<file path="src/rtl/neuron_bus_pkg.sv">
// Shared encodings for the neuron memory bus scheduler: FSM states, owner
// identifiers and the hold counter sizing rule.
package neuron_bus_pkg;

  localparam logic [1:0] ST_IDLE    = 2'd0;
  localparam logic [1:0] ST_GNT_INT = 2'd1;
  localparam logic [1:0] ST_GNT_EXT = 2'd2;
  localparam logic [1:0] ST_TURN    = 2'd3;

  typedef enum logic [1:0] {
    IDLE    = ST_IDLE,
    GNT_INT = ST_GNT_INT,
    GNT_EXT = ST_GNT_EXT,
    TURN    = ST_TURN
  } state_t;

  localparam logic OWNER_INT = 1'b0;
  localparam logic OWNER_EXT = 1'b1;

  // The hold counter must be able to represent MAX_HOLD: 2^HOLD_W > MAX_HOLD.
  function automatic bit hold_w_ok(input int max_hold, input int hold_w);
    return (max_hold >= 0) && (hold_w > 0) && (hold_w < 31) &&
           (max_hold < (1 << hold_w));
  endfunction

endpackage

</file>
<file path="src/rtl/neuron_bus_scheduler_hold_timer.sv">
// Saturating clear/enable counter that flags when the current owner has been
// contended for MAX_HOLD cycles.
module hold_timer #(
  parameter int MAX_HOLD = 64,
  parameter int HOLD_W   = 7
) (
  input  logic clk,
  input  logic rst_n,
  input  logic clr,
  input  logic en,
  output logic at_limit
);

  logic [HOLD_W-1:0] cnt;

  always_ff @(posedge clk or negedge rst_n) begin
    if (!rst_n) begin
      cnt <= '0;
    end else if (clr) begin
      cnt <= '0;
    end else if (en && (cnt != '1)) begin
      cnt <= cnt + HOLD_W'(1);
    end
  end

  assign at_limit = (cnt == HOLD_W'(MAX_HOLD));

endmodule

</file>
<file path="src/rtl/neuron_bus_scheduler.sv">
// Round-robin owner of the neuron memory bus mux select, with a one-cycle
// turnaround between owners and an optional contended hold-time limit.
module neuron_bus_scheduler
  import neuron_bus_pkg::*;
#(
  parameter int MAX_HOLD = 64,
  parameter int HOLD_W   = 7
) (
  input  logic clk,
  input  logic rst_n,
  input  logic ext_req,
  input  logic int_req,
  output logic ext_gnt,
  output logic int_gnt,
  output logic select_external,
  output logic write_inhibit,
  output logic preempted
);

  if (!hold_w_ok(MAX_HOLD, HOLD_W)) begin : g_bad_hold_w
    $error("neuron_bus_scheduler: HOLD_W too narrow for MAX_HOLD");
  end

  state_t state, state_nxt;
  logic   last_owner, last_owner_nxt;
  logic   sel_nxt, ext_gnt_nxt, int_gnt_nxt, preempted_nxt;
  logic   own_req, other_req;
  logic   hold_clr, hold_en, at_limit;

  hold_timer #(
    .MAX_HOLD (MAX_HOLD),
    .HOLD_W   (HOLD_W)
  ) u_hold_timer (
    .clk      (clk),
    .rst_n    (rst_n),
    .clr      (hold_clr),
    .en       (hold_en),
    .at_limit (at_limit)
  );

  always_comb begin
    state_nxt      = state;
    last_owner_nxt = last_owner;
    preempted_nxt  = 1'b0;
    own_req        = 1'b0;
    other_req      = 1'b0;
    hold_en        = 1'b0;
    case (state)
      IDLE, TURN: begin
        if (ext_req && int_req) begin
          state_nxt = (last_owner == OWNER_EXT) ? GNT_INT : GNT_EXT;
        end else if (ext_req) begin
          state_nxt = GNT_EXT;
        end else if (int_req) begin
          state_nxt = GNT_INT;
        end else begin
          state_nxt = IDLE;
        end
      end
      GNT_INT, GNT_EXT: begin
        own_req   = (state == GNT_EXT) ? ext_req : int_req;
        other_req = (state == GNT_EXT) ? int_req : ext_req;
        hold_en   = other_req;
        // A release wins over a simultaneous timeout, so preempted only
        // fires when the owner still wants the bus.
        if (!own_req || ((MAX_HOLD != 0) && other_req && at_limit)) begin
          state_nxt      = TURN;
          last_owner_nxt = (state == GNT_EXT) ? OWNER_EXT : OWNER_INT;
          preempted_nxt  = own_req;
        end
      end
      default: state_nxt = IDLE;
    endcase

    ext_gnt_nxt = (state_nxt == GNT_EXT);
    int_gnt_nxt = (state_nxt == GNT_INT);
    hold_clr    = ((state == IDLE) || (state == TURN)) && (ext_gnt_nxt || int_gnt_nxt);

    // The select only moves when a new grant is issued; the read path stays
    // pointed at the previous owner through IDLE and TURN.
    sel_nxt = select_external;
    if (ext_gnt_nxt) begin
      sel_nxt = 1'b1;
    end else if (int_gnt_nxt) begin
      sel_nxt = 1'b0;
    end
  end

  always_ff @(posedge clk or negedge rst_n) begin
    if (!rst_n) begin
      state           <= IDLE;
      last_owner      <= OWNER_EXT;
      ext_gnt         <= 1'b0;
      int_gnt         <= 1'b0;
      select_external <= 1'b0;
      preempted       <= 1'b0;
    end else begin
      state           <= state_nxt;
      last_owner      <= last_owner_nxt;
      ext_gnt         <= ext_gnt_nxt;
      int_gnt         <= int_gnt_nxt;
      select_external <= sel_nxt;
      preempted       <= preempted_nxt;
    end
  end

  assign write_inhibit = ~(ext_gnt | int_gnt);

endmodule

</file>
<file path="config.mk">
export PLATFORM = sky130hd
export DESIGN_NAME = neuron_bus_scheduler
export DESIGN_NICKNAME = d
export VERILOG_FILES = /design/src/rtl/neuron_bus_pkg.sv /design/src/rtl/neuron_bus_scheduler_hold_timer.sv /design/src/rtl/neuron_bus_scheduler.sv
export SDC_FILE = /design/constraint.sdc
export NUM_CORES = 1
export LEC_CHECK = 0
export CORE_MARGIN = 3
export CORE_UTILIZATION = 38
export DETAILED_ROUTE_END_ITERATION = 10
export MAX_ROUTING_LAYER = met4
export PLACE_DENSITY = 0.64
export RECOVER_POWER = 50
export SYNTH_ARGS = -nofsm -noshare
export SYNTH_HDL_FRONTEND = slang
export SYNTH_SLANG_ARGS = --single-unit
</file>
<file path="constraint.sdc">
create_clock -name clk -period 3 [get_ports clk]
set_input_delay 0.3 -clock clk [delete_from_list [all_inputs] [get_ports clk]]
set_output_delay 0.3 -clock clk [all_outputs]
set_load 0.005 [all_outputs]
</file>
=== After elaboration in Yosys (flattened, before gate mapping) ===
Index checks and enable logic that the tools add are counted.

* Add/subtract/negate cells: 1
* Eq/ne operators: 7
* Muxes and demuxes: 16
* Bitwise logic cells: 2
* Reduce and logical (&&, ||, !) cells: 14

{| class="wikitable"
|+ Operators with widths
! cell !! count
|-
| $mux 7 || 2
|-
| $mux 1 || 9
|-
| $mux 2 || 4
|-
| $add 7x1->7 const B || 1
|-
| $eq 7x7->1 const B || 1
|-
| $ne 7x7->1 const B || 1
|-
| $eq 2x2->1 const B || 3
|-
| $eq 2x1->1 const B || 2
|-
| $logic_and 1x1->1 || 4
|-
| $pmux 2 s2 || 1
|-
| $reduce_bool 2->1 || 2
|-
| $reduce_or 2->1 || 2
|-
| $logic_or 1x1->1 || 3
|-
| $logic_not 2->1 || 1
|-
| $reduce_and 2->1 || 1
|-
| $logic_not 1->1 || 1
|-
| $not 1->1 || 1
|-
| $or 1x1->1 || 1
|}

* Register bits: 14

=== Depth between registers and ports, before layout ===
Gate-level depths: netlist of the first run.

* Word-level depth: 10
* Gate-level depth with buffers: 10

=== Modules after synthesis ===
From an unflattened synthesis of the first run, not the netlist that was laid out.

* Cell total of the unflattened synthesis: 82
* Area, all modules: 880.8 um2

{| class="wikitable"
|+ Modules (own cells, without submodules)
! module !! instances !! cells each !! area an instance (um2) !! seq. area each (um2)
|-
| hold_timer || 1 || 47 || 466.7 || 175.2
|-
| neuron_bus_scheduler || 1 || 35 || 414.1 || 176.4
|}

=== Worst setup path before layout of the first run ===
OpenSTA, ideal clock, no wires.

* Kind: register to register
* Start point: register u_hold_timer.cnt[0]
* End point: register u_hold_timer.cnt[5]
* Data arrival time: 2.074 ns
* Data required time: 2.873 ns
* Slack: 0.798 ns
* Cell stages (with the launch flop): 11
* Buffers on the path: 0
* Clock period less this slack: 2.202 ns
* Cell sequence: dfrtp_1 inv_1 ha_1 nand4bb_1 nor3_1 a22oi_1 o22a_1 ha_1 nand2b_1 nand3_1 o211ai_2

* Cells in the longest elaborated chain, start to end: 9
* Elaborated cells between the ends (all ways): 15
* Those cells by class: 1 x add/sub; 4 x eq/ne; 4 x mux; 6 x reduce/logical

{| class="wikitable"
|+ Ends and longest elaborated chain
! what !! RTL line !! source
|-
| from (decl) || neuron_bus_scheduler_hold_timer.sv:14 || <nowiki>logic [HOLD_W-1:0] cnt;</nowiki>
|-
| from (signal assigned) || neuron_bus_scheduler_hold_timer.sv:22 || <nowiki>cnt <= cnt + HOLD_W'(1);</nowiki>
|-
| $eq 7x7->1 || neuron_bus_scheduler_hold_timer.sv:26 || <nowiki>assign at_limit = (cnt == HOLD_W'(MAX_HOLD));</nowiki>
|-
| $logic_and 1x1->1 || neuron_bus_scheduler.sv:66 || <nowiki>if (!own_req || ((MAX_HOLD != 0) && other_req && at_limit)) begin</nowiki>
|-
| $logic_or 1x1->1 || neuron_bus_scheduler.sv:66 ||
|-
| $mux 2 || neuron_bus_scheduler.sv:66 ||
|-
| $pmux 2 s2 || neuron_bus_scheduler.sv:48 || <nowiki>case (state)</nowiki>
|-
| $eq 2x2->1 / $eq 2x1->1 (equally long branches) || neuron_bus_scheduler.sv:75, neuron_bus_scheduler.sv:76 ||
|-
| $logic_or 1x1->1 || neuron_bus_scheduler.sv:77 || <nowiki>hold_clr = ((state == IDLE) || (state == TURN)) && (ext_gnt_nxt || int_gnt_nxt);</nowiki>
|-
| $logic_and 1x1->1 || neuron_bus_scheduler.sv:77 ||
|-
| $mux 7 / $reduce_bool 2->1 (equally long branches) || -- ||
|}

Parallel ways exist; a longest one is shown, timed or not. The select of a mux whose other input is x is not followed.
A chain may end at the register's enable or synchronous reset.

=== Worst setup path in the final report of the first run ===
Ends and elaborated chain as after synthesis.

==> metrics.txt, run 1 <==
# TYPE chip_impl_metric gauge
chip_impl_metric{name="route.vias.total",unit=""} 589
chip_impl_metric{name="final.period_utilization",unit=""} 0.846
chip_impl_metric{name="finalWorstPathRequiredPeriod",unit="ps"} 2540
chip_impl_metric{name="grt_first_pass_wirelength",unit="um"} 2500
chip_impl_metric{name="fp.coreArea",unit="um2"} 1840
chip_impl_info{name="most-common-layout-cells",value="dfrtp_1 (13), inv_1 (7), nand3_1 (7)"} 1
chip_impl_metric{name="clock_skew",unit="ps"} 0.527
chip_impl_metric{name="finalNetCount",unit=""} 97
chip_impl_metric{name="yosys_register_bits",unit=""} 14
chip_impl_metric{name="global_route_total_overflow",unit=""} 0
chip_impl_metric{name="wirelength_met1",unit="um"} 682
chip_impl_metric{name="ys_warn_count",unit=""} 0
chip_impl_metric{name="synthesis.area_per_instance",unit="um2"} 10.1
chip_impl_metric{name="global_route_usage_over_all_layers",unit=""} 0.125
chip_impl_info{name="grt_setup_unrepaired",value="no"} 1
chip_impl_metric{name="post-route-cell-area",unit="um2"} 918
chip_impl_info{name="synthFlopType",value="dfrtp_1"} 1
chip_impl_metric{name="power",unit="uW"} 900
chip_impl_metric{name="cts_resized",unit=""} 0
chip_impl_metric{name="yosys.area.top_type_share",unit=""} 0.413
chip_impl_metric{name="slew_headroom",unit=""} 0.573
chip_impl_metric{name="gp_routability_congestion",unit=""} 0.740
chip_impl_metric{name="max_clock_freq",unit="MHz"} 394
chip_impl_metric{name="initial_utilization",unit=""} 0.428
chip_impl_metric{name="hold_ws",unit="ps"} 485
chip_impl_info{name="post_synth_main_area_contributors",value="dfrtp_1 (41%), ha_1 (7.9%), nand3_1 (4.5%)"} 1
chip_impl_metric{name="drtAntennaViolNets",unit=""} 0
chip_impl_info{name="yosysTopAreaCell",value="dfrtp_1"} 1
chip_impl_metric{name="worst-endpoint-required",unit="ps"} 3150
chip_impl_info{name="run_status",value="complete, no violations"} 1
chip_impl_metric{name="net_count_after_synthesis",unit=""} 87
chip_impl_metric{name="timing_worst_slew_pin_value",unit="ps"} 638
chip_impl_metric{name="antenna_cells",unit=""} 0
chip_impl_metric{name="ir_worst_vdd",unit="V"} 0.000664
chip_impl_metric{name="buffer_ports.inserted",unit=""} 8
chip_impl_metric{name="multi_input_combinational_cell_area",unit="um2"} 393
chip_impl_metric{name="drt_drc_violations_left",unit=""} 0
chip_impl_metric{name="drtIter0Drc",unit=""} 8
chip_impl_metric{name="detailedPlacementHpwl",unit="um"} 1040
chip_impl_info{name="tritoncts",value="built"} 1
chip_impl_metric{name="clock_latency",unit="ps"} 270
chip_impl_metric{name="routed_via_density",unit=""} 5.26
chip_impl_metric{name="p_leak",unit="nW"} 0.409
chip_impl_info{name="hold_class",value="in -> async"} 1
chip_impl_metric{name="chipHeight",unit="um"} 51.5
chip_impl_metric{name="io_pins",unit=""} 9
chip_impl_metric{name="post_route_cells_drive_above_1_share",unit=""} 0.103
chip_impl_info{name="dr.max_layer_used",value="met4"} 1
chip_impl_metric{name="grt_max_degree",unit=""} 15
chip_impl_metric{name="synth-edff-count",unit=""} 0
chip_impl_metric{name="netlist_instances",unit=""} 78
chip_impl_info{name="cts_root_buffer",value="clkbuf_4"} 1
chip_impl_info{name="critPathLaunchType",value="flop"} 1
chip_impl_metric{name="timing.max_cap.violations",unit=""} 0
chip_impl_metric{name="clkSlewWorstSetupHoldPaths",unit="ps"} 90
chip_impl_metric{name="timing_hold_violations_final",unit=""} 0
chip_impl_metric{name="met3_length",unit="um"} 38
chip_impl_metric{name="wl",unit="um"} 1360
chip_impl_metric{name="register_area",unit="um2"} 352
chip_impl_metric{name="worstPathArrival",unit="ps"} 2690
chip_impl_metric{name="clkSinkCount",unit=""} 14
chip_impl_info{name="type_of_the_worst_setup_path",value="reg -> reg"} 1
chip_impl_metric{name="cts.htree.levels",unit=""} 1
chip_impl_metric{name="power-per-cell-area",unit="nW/um2"} 980
chip_impl_metric{name="synth_area",unit="um2"} 787
chip_impl_metric{name="worst-path-max-fanout",unit=""} 7
chip_impl_metric{name="setup-tns-final",unit="ps"} 0
chip_impl_metric{name="timing_max_transition_violations_final",unit=""} 0
chip_impl_metric{name="preCtsSetupSlack",unit="ps"} 422
chip_impl_metric{name="cts_hold_buffers",unit=""} 0
chip_impl_metric{name="synthDistinctLibCells",unit=""} 32
chip_impl_metric{name="syn2layout_area_growth",unit="%"} 16.7
chip_impl_metric{name="placed_area",unit="um2"} 882
chip_impl_info{name="cp-end-kind",value="flop"} 1
chip_impl_metric{name="firstDrtPassIters",unit=""} 4
chip_impl_metric{name="grt_pass1_vias",unit=""} 563
chip_impl_metric{name="cts-root-to-sink-buffers",unit=""} 2
chip_impl_metric{name="grt_antenna_before_repair",unit=""} 0
chip_impl_metric{name="setup_slack",unit="ps"} 462
chip_impl_metric{name="floorplan.die_area",unit="um2"} 2650
chip_impl_metric{name="yosysSeqAreaShare",unit=""} 0.447
chip_impl_metric{name="postCtsSetupRepairBufs",unit=""} 0
chip_impl_metric{name="setup_violations_final",unit=""} 0
chip_impl_metric{name="nFillCells",unit=""} 184
chip_impl_metric{name="detailroute.wirelength.met2",unit="um"} 630
chip_impl_metric{name="die_w",unit="um"} 51.5
chip_impl_metric{name="placement_rows",unit=""} 15
chip_impl_metric{name="synth-async-reset-ratio",unit=""} 1.00
chip_impl_metric{name="cts-buffers-inserted",unit=""} 3
chip_impl_info{name="mostFrequentLayoutCell",value="dfrtp_1"} 1
chip_impl_metric{name="wire_per_inst",unit="um"} 12.2
-- flip-flops by register name (all words and copies together), names as in the netlist --
name / flops
u_hold_timer.cnt: 7
select_external: 1
int_gnt: 1
last_owner: 1
ext_gnt: 1
state: 2
preempted: 1
-- metal layers --
layer | GRT usage | vias to the layer above
met3 | 0.0287 | 2
li1 | - | 301
met1 | 0.168 | 280
met4 | 0.0262 | 0
met5 | - | -
met2 | 0.195 | 6
-- cell usage after synthesis (2+ instances only) --
cell type,count
o21ai_0,2
o211ai_1,4
mux2i_1,3
nand2_1,2
nand2b_1,2
o31ai_1,3
ha_1,5
nor2_1,3
nor3_1,2
a21oi_1,3
dfrtp_1,13
and3_1,3
inv_1,7
or2_2,2
nand3_1,7
-- final timing paths --
| kind | slack, ps | startpoint | cells after the start | end |
|---|---|---|---|---|
| max | 460 | u_hold_timer.cnt[0] | 10 | u_hold_timer.cnt[5] |
| min | 490 | rst_n | 1 | u_hold_timer.cnt[3] |
| min in group clk | 510 | select_external | 1 | select_external |
| min reg2reg | 510 | select_external | 1 | select_external |
| max in group asynchronous | 2110 | rst_n | 1 | int_gnt |
| max reg2reg | 460 | u_hold_timer.cnt[0] | 10 | u_hold_timer.cnt[5] |
-- stage by stage --
step / std cells / util
6_report: 112 / 0.499
3_5_place_dp: 108 / 0.480
3_3_place_gp: 108 / 0.480
4_1_cts: 112 / 0.499
2_1_floorplan: 78 / -
5_1_grt: 112 / 0.499
-- cell type report --
class / count / share of cell area
Sequential cell: 14 / 0.383
Inverter: 7 / 0.0286
Timing Repair Buffer: 8 / 0.0872
Tap cell: 25 / 0.0341
Multi-Input combinational cell: 54 / 0.428
Clock buffer: 4 / 0.0395
-- logic make-up after synthesis --
logic type / after synthesis / synth area share
AOI/OAI and AO/OA: 21 / 0.200
adders and majority gates: 5 / 0.0795
buffers and inverters: 10 / 0.0541
DFF: 14 / 0.447
muxes: 4 / 0.0525
and+or+nand+nor: 24 / 0.167
-- power by group --
part	leakage, nW	internal (mW)	total (mW)	switching [mW]
Combinational	0.207	0.216	0.480	0.264
Sequential	0.181	0.250	0.287	0.0378
Clock	0.0210	0.0736	0.133	0.0595
-- worst max-delay path, cell delays in order, from the launching register on --
cell	delay [ps]
dfrtp_1	430
inv_1	80
ha_1	140
nand4bb_1	100
nor3_1	420
a22oi_1	200
o22a_1	240
ha_1	300
nand2b_1	270
nand3_1	160
o211ai_2	90
Note: power is estimated with default switching activity, not from simulation.
==> run 2, diff against run 1 <==
clock period = 2.6 ns   (was 3 ns; I/O delays follow)
==> run 2 against run 1 <==
Count of clock-buffer cells in the layout stayed put. Setup slack got worse by 270 ps. Via count grew 3.2%. Die area is the same. Worst hold slack worse by 57 ps. Global-route usage is 0.46 points lower. Sequential share of layout area fell by 0.31 points. Utilization increased by 0.41 points. Wire length rose by 1.2%. Final cell count is 1.8% higher. Critical endpoint is now u_hold_timer.cnt[2]. Non-clock buffer count is 2 higher. Sequential power grew 16%.
==> metrics.txt, run 2 (same netlist as run 1, synthesis figures left out) <==
# TYPE chip_impl_metric gauge
chip_impl_info{name="run_status",value="complete, no violations"} 1
chip_impl_metric{name="postCtsSetupRepairBufs",unit=""} 0
chip_impl_metric{name="post-route-util",unit=""} 0.503
chip_impl_metric{name="finalNetCount",unit=""} 99
chip_impl_metric{name="clock_latency",unit="ps"} 280
chip_impl_info{name="mostFrequentLayoutCell",value="dfrtp_1"} 1
chip_impl_metric{name="flip_flop_count_of_the_largest_register_after_layout",unit=""} 7
chip_impl_metric{name="timing_hold_violations_final",unit=""} 0
chip_impl_metric{name="setup_slack",unit="ps"} 190
chip_impl_metric{name="worst-path-max-fanout",unit=""} 7
chip_impl_metric{name="worstPathArrival",unit="ps"} 2570
chip_impl_metric{name="final.period_utilization",unit=""} 0.927
chip_impl_info{name="critical_path.startpoint",value="u_hold_timer.cnt[0]"} 1
chip_impl_metric{name="syn2layout_area_growth",unit="%"} 17.6
chip_impl_metric{name="timing.max_cap.violations",unit=""} 0
chip_impl_metric{name="drtIter0Drc",unit=""} 7
chip_impl_info{name="critical-path-top-cell-by-count",value="ha_1"} 1
chip_impl_metric{name="finalWorstPathRequiredPeriod",unit="ps"} 2410
chip_impl_info{name="most-common-layout-cells",value="dfrtp_1 (13), inv_1 (7), nand3_1 (7)"} 1
chip_impl_metric{name="timing_worst_slew_pin_value",unit="ps"} 611
chip_impl_metric{name="nFillCells",unit=""} 184
chip_impl_info{name="largest_register",value="u_hold_timer.cnt"} 1
chip_impl_metric{name="initial_utilization",unit=""} 0.428
chip_impl_info{name="largest_registers",value="u_hold_timer.cnt x7, state x2"} 1
chip_impl_metric{name="grt_pass1_vias",unit=""} 554
chip_impl_metric{name="max_stage_delay",unit="ps"} 420
chip_impl_metric{name="cts-buffers-inserted",unit=""} 3
chip_impl_metric{name="worst-endpoint-required",unit="ps"} 2760
chip_impl_info{name="grt_setup_unrepaired",value="no"} 1
chip_impl_metric{name="buffer_ports.inserted",unit=""} 8
chip_impl_metric{name="clock_skew",unit="ps"} 5.56
chip_impl_metric{name="ir_worst_vdd",unit="V"} 0.000602
chip_impl_info{name="cpMaxStageDelayCell",value="a2111o_1"} 1
chip_impl_metric{name="antenna_cells",unit=""} 0
chip_impl_metric{name="die_w",unit="um"} 51.5
chip_impl_info{name="critical-path-top-delay-family",value="compound AO/OA/AOI/OAI gates"} 1
chip_impl_metric{name="cts_resized",unit=""} 0
chip_impl_metric{name="route.vias.total",unit=""} 608
chip_impl_metric{name="fp.coreArea",unit="um2"} 1840
chip_impl_metric{name="cp.buffers_inverters",unit=""} 2
chip_impl_metric{name="setup-tns-final",unit="ps"} 0
chip_impl_metric{name="io_pins",unit=""} 9
chip_impl_metric{name="drtAntennaViolNets",unit=""} 0
chip_impl_metric{name="chipHeight",unit="um"} 51.5
chip_impl_info{name="critical_path_cell_list",value="inv_1 -> ha_1 -> nand4bb_1 -> nor3_1 -> buf_4 -> a2111o_1 -> o211a_1 -> ha_1 -> nand2b_2 -> o211ai_1 -> o31ai_1"} 1
chip_impl_info{name="type_of_the_worst_setup_path",value="reg -> reg"} 1
chip_impl_metric{name="routed_via_density",unit=""} 5.33
chip_impl_metric{name="drt_drc_violations_left",unit=""} 0
chip_impl_metric{name="firstDrtPassIters",unit=""} 2
chip_impl_metric{name="grt_first_pass_wirelength",unit="um"} 2370
chip_impl_metric{name="wire_per_inst",unit="um"} 12.1
chip_impl_metric{name="setup_violations_final",unit=""} 0
chip_impl_metric{name="global_route_total_overflow",unit=""} 0
chip_impl_metric{name="cts.htree.levels",unit=""} 1
chip_impl_metric{name="floorplan.die_area",unit="um2"} 2650
chip_impl_metric{name="grt_antenna_before_repair",unit=""} 0
chip_impl_info{name="cts_root_buffer",value="clkbuf_4"} 1
chip_impl_info{name="tritoncts",value="built"} 1
chip_impl_info{name="critPathLaunchType",value="flop"} 1
chip_impl_metric{name="wl",unit="um"} 1380
chip_impl_metric{name="cts-root-to-sink-buffers",unit=""} 2
chip_impl_info{name="startpoint_of_the_worst_register_to_register_path",value="u_hold_timer.cnt[0]"} 1
chip_impl_info{name="cp-end-kind",value="flop"} 1
chip_impl_metric{name="post_route_cells_drive_above_1_share",unit=""} 0.124
chip_impl_metric{name="max_clock_freq",unit="MHz"} 415
chip_impl_metric{name="clkSinkCount",unit=""} 14
chip_impl_metric{name="clkSlewWorstSetupHoldPaths",unit="ps"} 80
chip_impl_metric{name="grt_max_degree",unit=""} 15
chip_impl_metric{name="power-per-cell-area",unit="nW/um2"} 1110
chip_impl_metric{name="gp_routability_congestion",unit=""} 0.741
chip_impl_metric{name="slew_headroom",unit=""} 0.591
chip_impl_metric{name="preCtsSetupSlack",unit="ps"} 125
chip_impl_metric{name="p_leak",unit="nW"} 0.412
chip_impl_metric{name="hold_ws",unit="ps"} 428
chip_impl_info{name="hold_class",value="in -> async"} 1
chip_impl_metric{name="placement_rows",unit=""} 15
chip_impl_metric{name="timing_max_transition_violations_final",unit=""} 0
chip_impl_metric{name="detailedPlacementHpwl",unit="um"} 1070
chip_impl_metric{name="cts_hold_buffers",unit=""} 0
chip_impl_metric{name="global_route_usage_over_all_layers",unit=""} 0.121
-- run 2: worst paths after layout --
check | cells after the start | slack (ps) | end
setup reg to reg | 11 | 190 | u_hold_timer.cnt[2]
hold reg to reg | 1 | 520 | u_hold_timer.cnt[6]
min in group clk | 1 | 520 | u_hold_timer.cnt[6]
setup / recovery | 11 | 190 | u_hold_timer.cnt[2]
hold / removal | 1 | 430 | u_hold_timer.cnt[5]
max in group asynchronous | 1 | 1770 | state[1]
-- run 2: power breakdown --
| group | leakage [nW] | total, mW | switching, mW | internal, mW |
|---|---|---|---|---|
| Sequential | 0.181 | 0.333 | 0.0444 | 0.288 |
| Clock | 0.0150 | 0.126 | 0.0669 | 0.0595 |
| Combinational | 0.216 | 0.568 | 0.306 | 0.262 |
-- run 2: through the flow --
stage	total power, mW	cell area [um2]	instances
detailed placement	0.898	897	110
global placement	0.888	897	110
global route	1.13	926	114
CTS	1.03	923	114
floorplan	0.757	787	78
finish	1.03	926	114
-- run 2: routing by layer --
| layer | share of wire | GRT usage | vias to the layer above |
|---|---|---|---|
| met5 | 0 | - | - |
| met4 | 0.0087 | 0.0131 | 0 |
| met3 | 0.035 | 0.0516 | 2 |
| met2 | 0.48 | 0.191 | 7 |
| met1 | 0.47 | 0.150 | 290 |
| li1 | - | - | 309 |
-- run 2: cell type report --
| class | count | area, um2 | share of cell area |
|---|---|---|---|
| multi-input cells | 54 | 395 | 0.427 |
| flip-flops and latches | 14 | 352 | 0.380 |
| repair buffers | 10 | 95.1 | 0.103 |
| well taps | 25 | 31.3 | 0.0338 |
| clock buffers | 4 | 26.3 | 0.0284 |
| inverters | 7 | 26.3 | 0.0284 |
-- run 2: worst reg2reg max path, delay by kind of cell (launching register included) --
family,cells,cell delay (ps)
compound gates,4,780
flops,1,410
fa+ha+maj,2,490
simple gates,3,390
buf+inv,2,210
==> run 3, diff against run 2 <==
GPL_ROUTABILITY_DRIVEN = 1   (was not set)
PLACE_DENSITY = 0.63   (was 0.64)
SYNTH_HIERARCHICAL = 1   (was not set)
==> run 3 against run 2 <==
First-iteration DRC count grew 130%. Design area rose by 21%. Clock power is 26% higher. Sequential share of layout area is 6.6 points lower. Non-clock buffer count up 10. Synthesized area increased by 12%. Combinational power grew 59%. Final cell count grew 13%. Flip-flop and latch count stayed put. Wire length is 28% higher. Critical path depth did not move.
==> metrics.txt, run 3 <==
# TYPE chip_impl_metric gauge
chip_impl_info{name="run_status",value="complete, no violations"} 1
chip_impl_metric{name="cts.htree.levels",unit=""} 1
chip_impl_metric{name="synth_area",unit="um2"} 881
chip_impl_metric{name="gp_routability_congestion",unit=""} 0.758
chip_impl_metric{name="clkSlewWorstSetupHoldPaths",unit="ps"} 90
chip_impl_info{name="largest_registers",value="u_hold_timer/cnt x7, state x2"} 1
chip_impl_metric{name="synthesis.area_per_instance",unit="um2"} 10.7
chip_impl_metric{name="clkSinkCount",unit=""} 14
chip_impl_info{name="post_synth_most_frequent_cells",value="dfrtp_1 (13), inv_1 (6), nor2_1 (6), ha_1 (5)"} 1
chip_impl_metric{name="grt_pass1_vias",unit=""} 668
chip_impl_metric{name="timing_worst_slew_pin_value",unit="ps"} 631
chip_impl_metric{name="finalNetCount",unit=""} 112
chip_impl_metric{name="post_route_cells_drive_above_1_share",unit=""} 0.314
chip_impl_info{name="dominant_cell_by_count_in_the_synthesized_netlist",value="dfrtp_1"} 1
chip_impl_metric{name="die_w",unit="um"} 54.1
chip_impl_metric{name="routed_via_density",unit=""} 5.52
chip_impl_metric{name="timing_max_transition_violations_final",unit=""} 0
chip_impl_metric{name="syn2layout_area_growth",unit="%"} 27.6
chip_impl_metric{name="final.period_utilization",unit=""} 0.961
chip_impl_metric{name="ys_warn_count",unit=""} 6
chip_impl_metric{name="power-per-cell-area",unit="nW/um2"} 1240
chip_impl_metric{name="yosys_register_bits",unit=""} 14
chip_impl_info{name="synthFlopType",value="dfrtp_1"} 1
chip_impl_metric{name="synth-async-reset-ratio",unit=""} 1.00
chip_impl_info{name="cts_root_buffer",value="clkbuf_4"} 1
chip_impl_metric{name="power.share.combinational",unit=""} 0.647
chip_impl_metric{name="setup_violations_final",unit=""} 0
chip_impl_info{name="post_synth_main_area_contributors",value="dfrtp_1 (37%), ha_1 (7.1%), mux2i_1 (3.4%)"} 1
chip_impl_metric{name="setup_slack",unit="ps"} 102
chip_impl_metric{name="fp.coreArea",unit="um2"} 2080
chip_impl_info{name="yosysTopAreaCell",value="dfrtp_1"} 1
chip_impl_metric{name="clock_skew",unit="ps"} 0.469
chip_impl_info{name="cp-end-kind",value="flop"} 1
chip_impl_metric{name="drtIter0Drc",unit=""} 16
chip_impl_metric{name="slew_headroom",unit=""} 0.578
chip_impl_metric{name="cts-buffers-inserted",unit=""} 3
chip_impl_metric{name="antenna_cells",unit=""} 0
chip_impl_metric{name="internal_power_of_the_cells",unit="uW"} 857
chip_impl_metric{name="max_clock_freq",unit="MHz"} 400
chip_impl_info{name="type_of_the_worst_setup_path",value="reg -> reg"} 1
chip_impl_metric{name="switching_power",unit="uW"} 541
chip_impl_metric{name="buffer_ports.inserted",unit=""} 8
chip_impl_metric{name="power.share.switching",unit=""} 0.387
chip_impl_metric{name="floorplan.die_area",unit="um2"} 2930
chip_impl_metric{name="drtAntennaViolNets",unit=""} 0
chip_impl_metric{name="initial_utilization",unit=""} 0.423
chip_impl_info{name="critPathLaunchType",value="flop"} 1
chip_impl_info{name="tritoncts",value="built"} 1
chip_impl_metric{name="p_leak",unit="nW"} 0.478
chip_impl_metric{name="net_count_after_synthesis",unit=""} 91
chip_impl_metric{name="setup-tns-final",unit="ps"} 0
chip_impl_metric{name="nFillCells",unit=""} 192
chip_impl_metric{name="firstDrtPassIters",unit=""} 4
chip_impl_metric{name="grt_max_degree",unit=""} 15
chip_impl_metric{name="detailedPlacementHpwl",unit="um"} 1250
chip_impl_metric{name="global_route_usage_over_all_layers",unit=""} 0.140
chip_impl_metric{name="wire_per_inst",unit="um"} 13.7
chip_impl_metric{name="wl",unit="um"} 1770
chip_impl_metric{name="synthDistinctLibCells",unit=""} 35
chip_impl_metric{name="worstPathArrival",unit="ps"} 2640
chip_impl_metric{name="hold_ws",unit="ps"} 431
chip_impl_metric{name="reg2reg_depth",unit=""} 11
chip_impl_metric{name="clock_latency",unit="ps"} 280
chip_impl_metric{name="worst-path-max-fanout",unit=""} 7
chip_impl_metric{name="preCtsSetupSlack",unit="ps"} 24.5
chip_impl_metric{name="worst-endpoint-required",unit="ps"} 2740
chip_impl_metric{name="yosysSeqAreaShare",unit=""} 0.399
chip_impl_metric{name="synth-edff-count",unit=""} 0
chip_impl_metric{name="placement_rows",unit=""} 16
chip_impl_metric{name="timing.max_cap.violations",unit=""} 0
chip_impl_metric{name="ir_worst_vdd",unit="V"} 0.000791
chip_impl_info{name="most-common-layout-cells",value="dfrtp_1 (12), buf_4 (12), inv_1 (6), nor2_1 (6), clkdlybuf4s50_1 (6)"} 1
chip_impl_metric{name="finalWorstPathRequiredPeriod",unit="ps"} 2500
chip_impl_metric{name="global_route_total_overflow",unit=""} 0
chip_impl_metric{name="grt_antenna_before_repair",unit=""} 0
chip_impl_metric{name="power",unit="mW"} 1.40
chip_impl_metric{name="timing_hold_violations_final",unit=""} 0
chip_impl_metric{name="route.vias.total",unit=""} 712
chip_impl_metric{name="yosys.area.top_type_share",unit=""} 0.369
chip_impl_info{name="hold_class",value="in -> async"} 1
chip_impl_metric{name="drt_drc_violations_left",unit=""} 0
chip_impl_metric{name="cts-root-to-sink-buffers",unit=""} 2
chip_impl_info{name="largest_register",value="u_hold_timer/cnt"} 1
chip_impl_metric{name="io_pins",unit=""} 9
chip_impl_metric{name="chipHeight",unit="um"} 54.1
chip_impl_metric{name="grt_first_pass_wirelength",unit="um"} 2890
chip_impl_metric{name="flip_flop_count_of_the_largest_register_after_layout",unit=""} 7
chip_impl_metric{name="netlist_instances",unit=""} 82
chip_impl_metric{name="clock_power_share",unit=""} 0.114
chip_impl_metric{name="pwr-share-seq",unit=""} 0.239
run 3: cell types whose count changed after synthesis, moves of 3 or more:
| cell | change |
|---|---|
| nand3_1 | -5 |
| buf_2 | +3 |
| o31ai_1 | -3 |
| nor2_1 | +3 |
| a31oi_1 | +4 |
| o211ai_1 | -4 |
run 3: path summary, 6_finish.rpt:
kind                                     start             endpoint  slack, ps
min in group clk               select_external      select_external        520
hold reg to reg                select_external      select_external        520
max in group asynchronous                rst_n  u_hold_timer/cnt[5]       1730
setup / recovery           u_hold_timer/cnt[5]  u_hold_timer/cnt[0]        100
hold / removal                           rst_n             state[0]        430
setup reg to reg           u_hold_timer/cnt[5]  u_hold_timer/cnt[0]        100
run 3: critical path, stage by stage (launching register included):
cell	delay, ps
dfrtp_2	450
nor4_2	250
and3_1	250
nand3_2	130
nand3_4	130
a2bb2oi_2	160
ha_1	260
nor2_1	110
buf_4	150
and4b_1	200
mux2i_1	130
o311ai_0	150
run 3: cells by family after synthesis:
kind of cell,count (synthesis),share of synthesized area
buf+inv,10,0.0511
fa+ha+maj,5,0.0710
simple gates,28,0.206
flops,14,0.399
compound gates,19,0.196
mux,6,0.0767
run 3: cell type report:
cell class	count	area (um2)	area share
sequential	14	353	0.314
inverter	6	22.5	0.0200
timing repair buffer	20	170	0.151
clock buffer	4	36.3	0.0323
tap	27	33.8	0.0301
multi-input combinational	58	508	0.452
run 3: what timing repair did:
action	4_1_cts	5_1_grt
hold buffers	0	0
buffers inserted	0	3
pin swaps	1	1
gates resized for setup	0	5
setup endpoints to repair	1	2
hold endpoints to repair	0	0
run 3: per-stage QoR:
step | std cells | cell area [um2] | util
detailed placement | 122 | 1040 | 0.499
CTS | 126 | 1080 | 0.517
floorplan | 82 | 881 | -
global route | 129 | 1120 | 0.540
global placement | 122 | 1040 | 0.499
finish | 129 | 1120 | 0.540
run 3: layer usage:
layer / wire length (um) / global-route usage / vias to the layer above / share of wire
li1: - / - / 354 / -
met1: 836 / 0.166 / 343 / 0.47
met2: 838 / 0.219 / 13 / 0.47
met3: 78 / 0.0499 / 2 / 0.044
met4: 15 / 0.0498 / 0 / 0.0085
met5: 0 / - / - / 0
run 3: power by group through the flow:
stage	Sequential, mW	Clock [mW]	Combinational [mW]
after floorplan	0.338	0	0.558
after global placement	0.334	0	0.796
after detailed placement	0.335	0	0.813
after CTS	0.330	0.166	0.817
after global routing	0.342	0.176	0.980
final	0.334	0.159	0.905
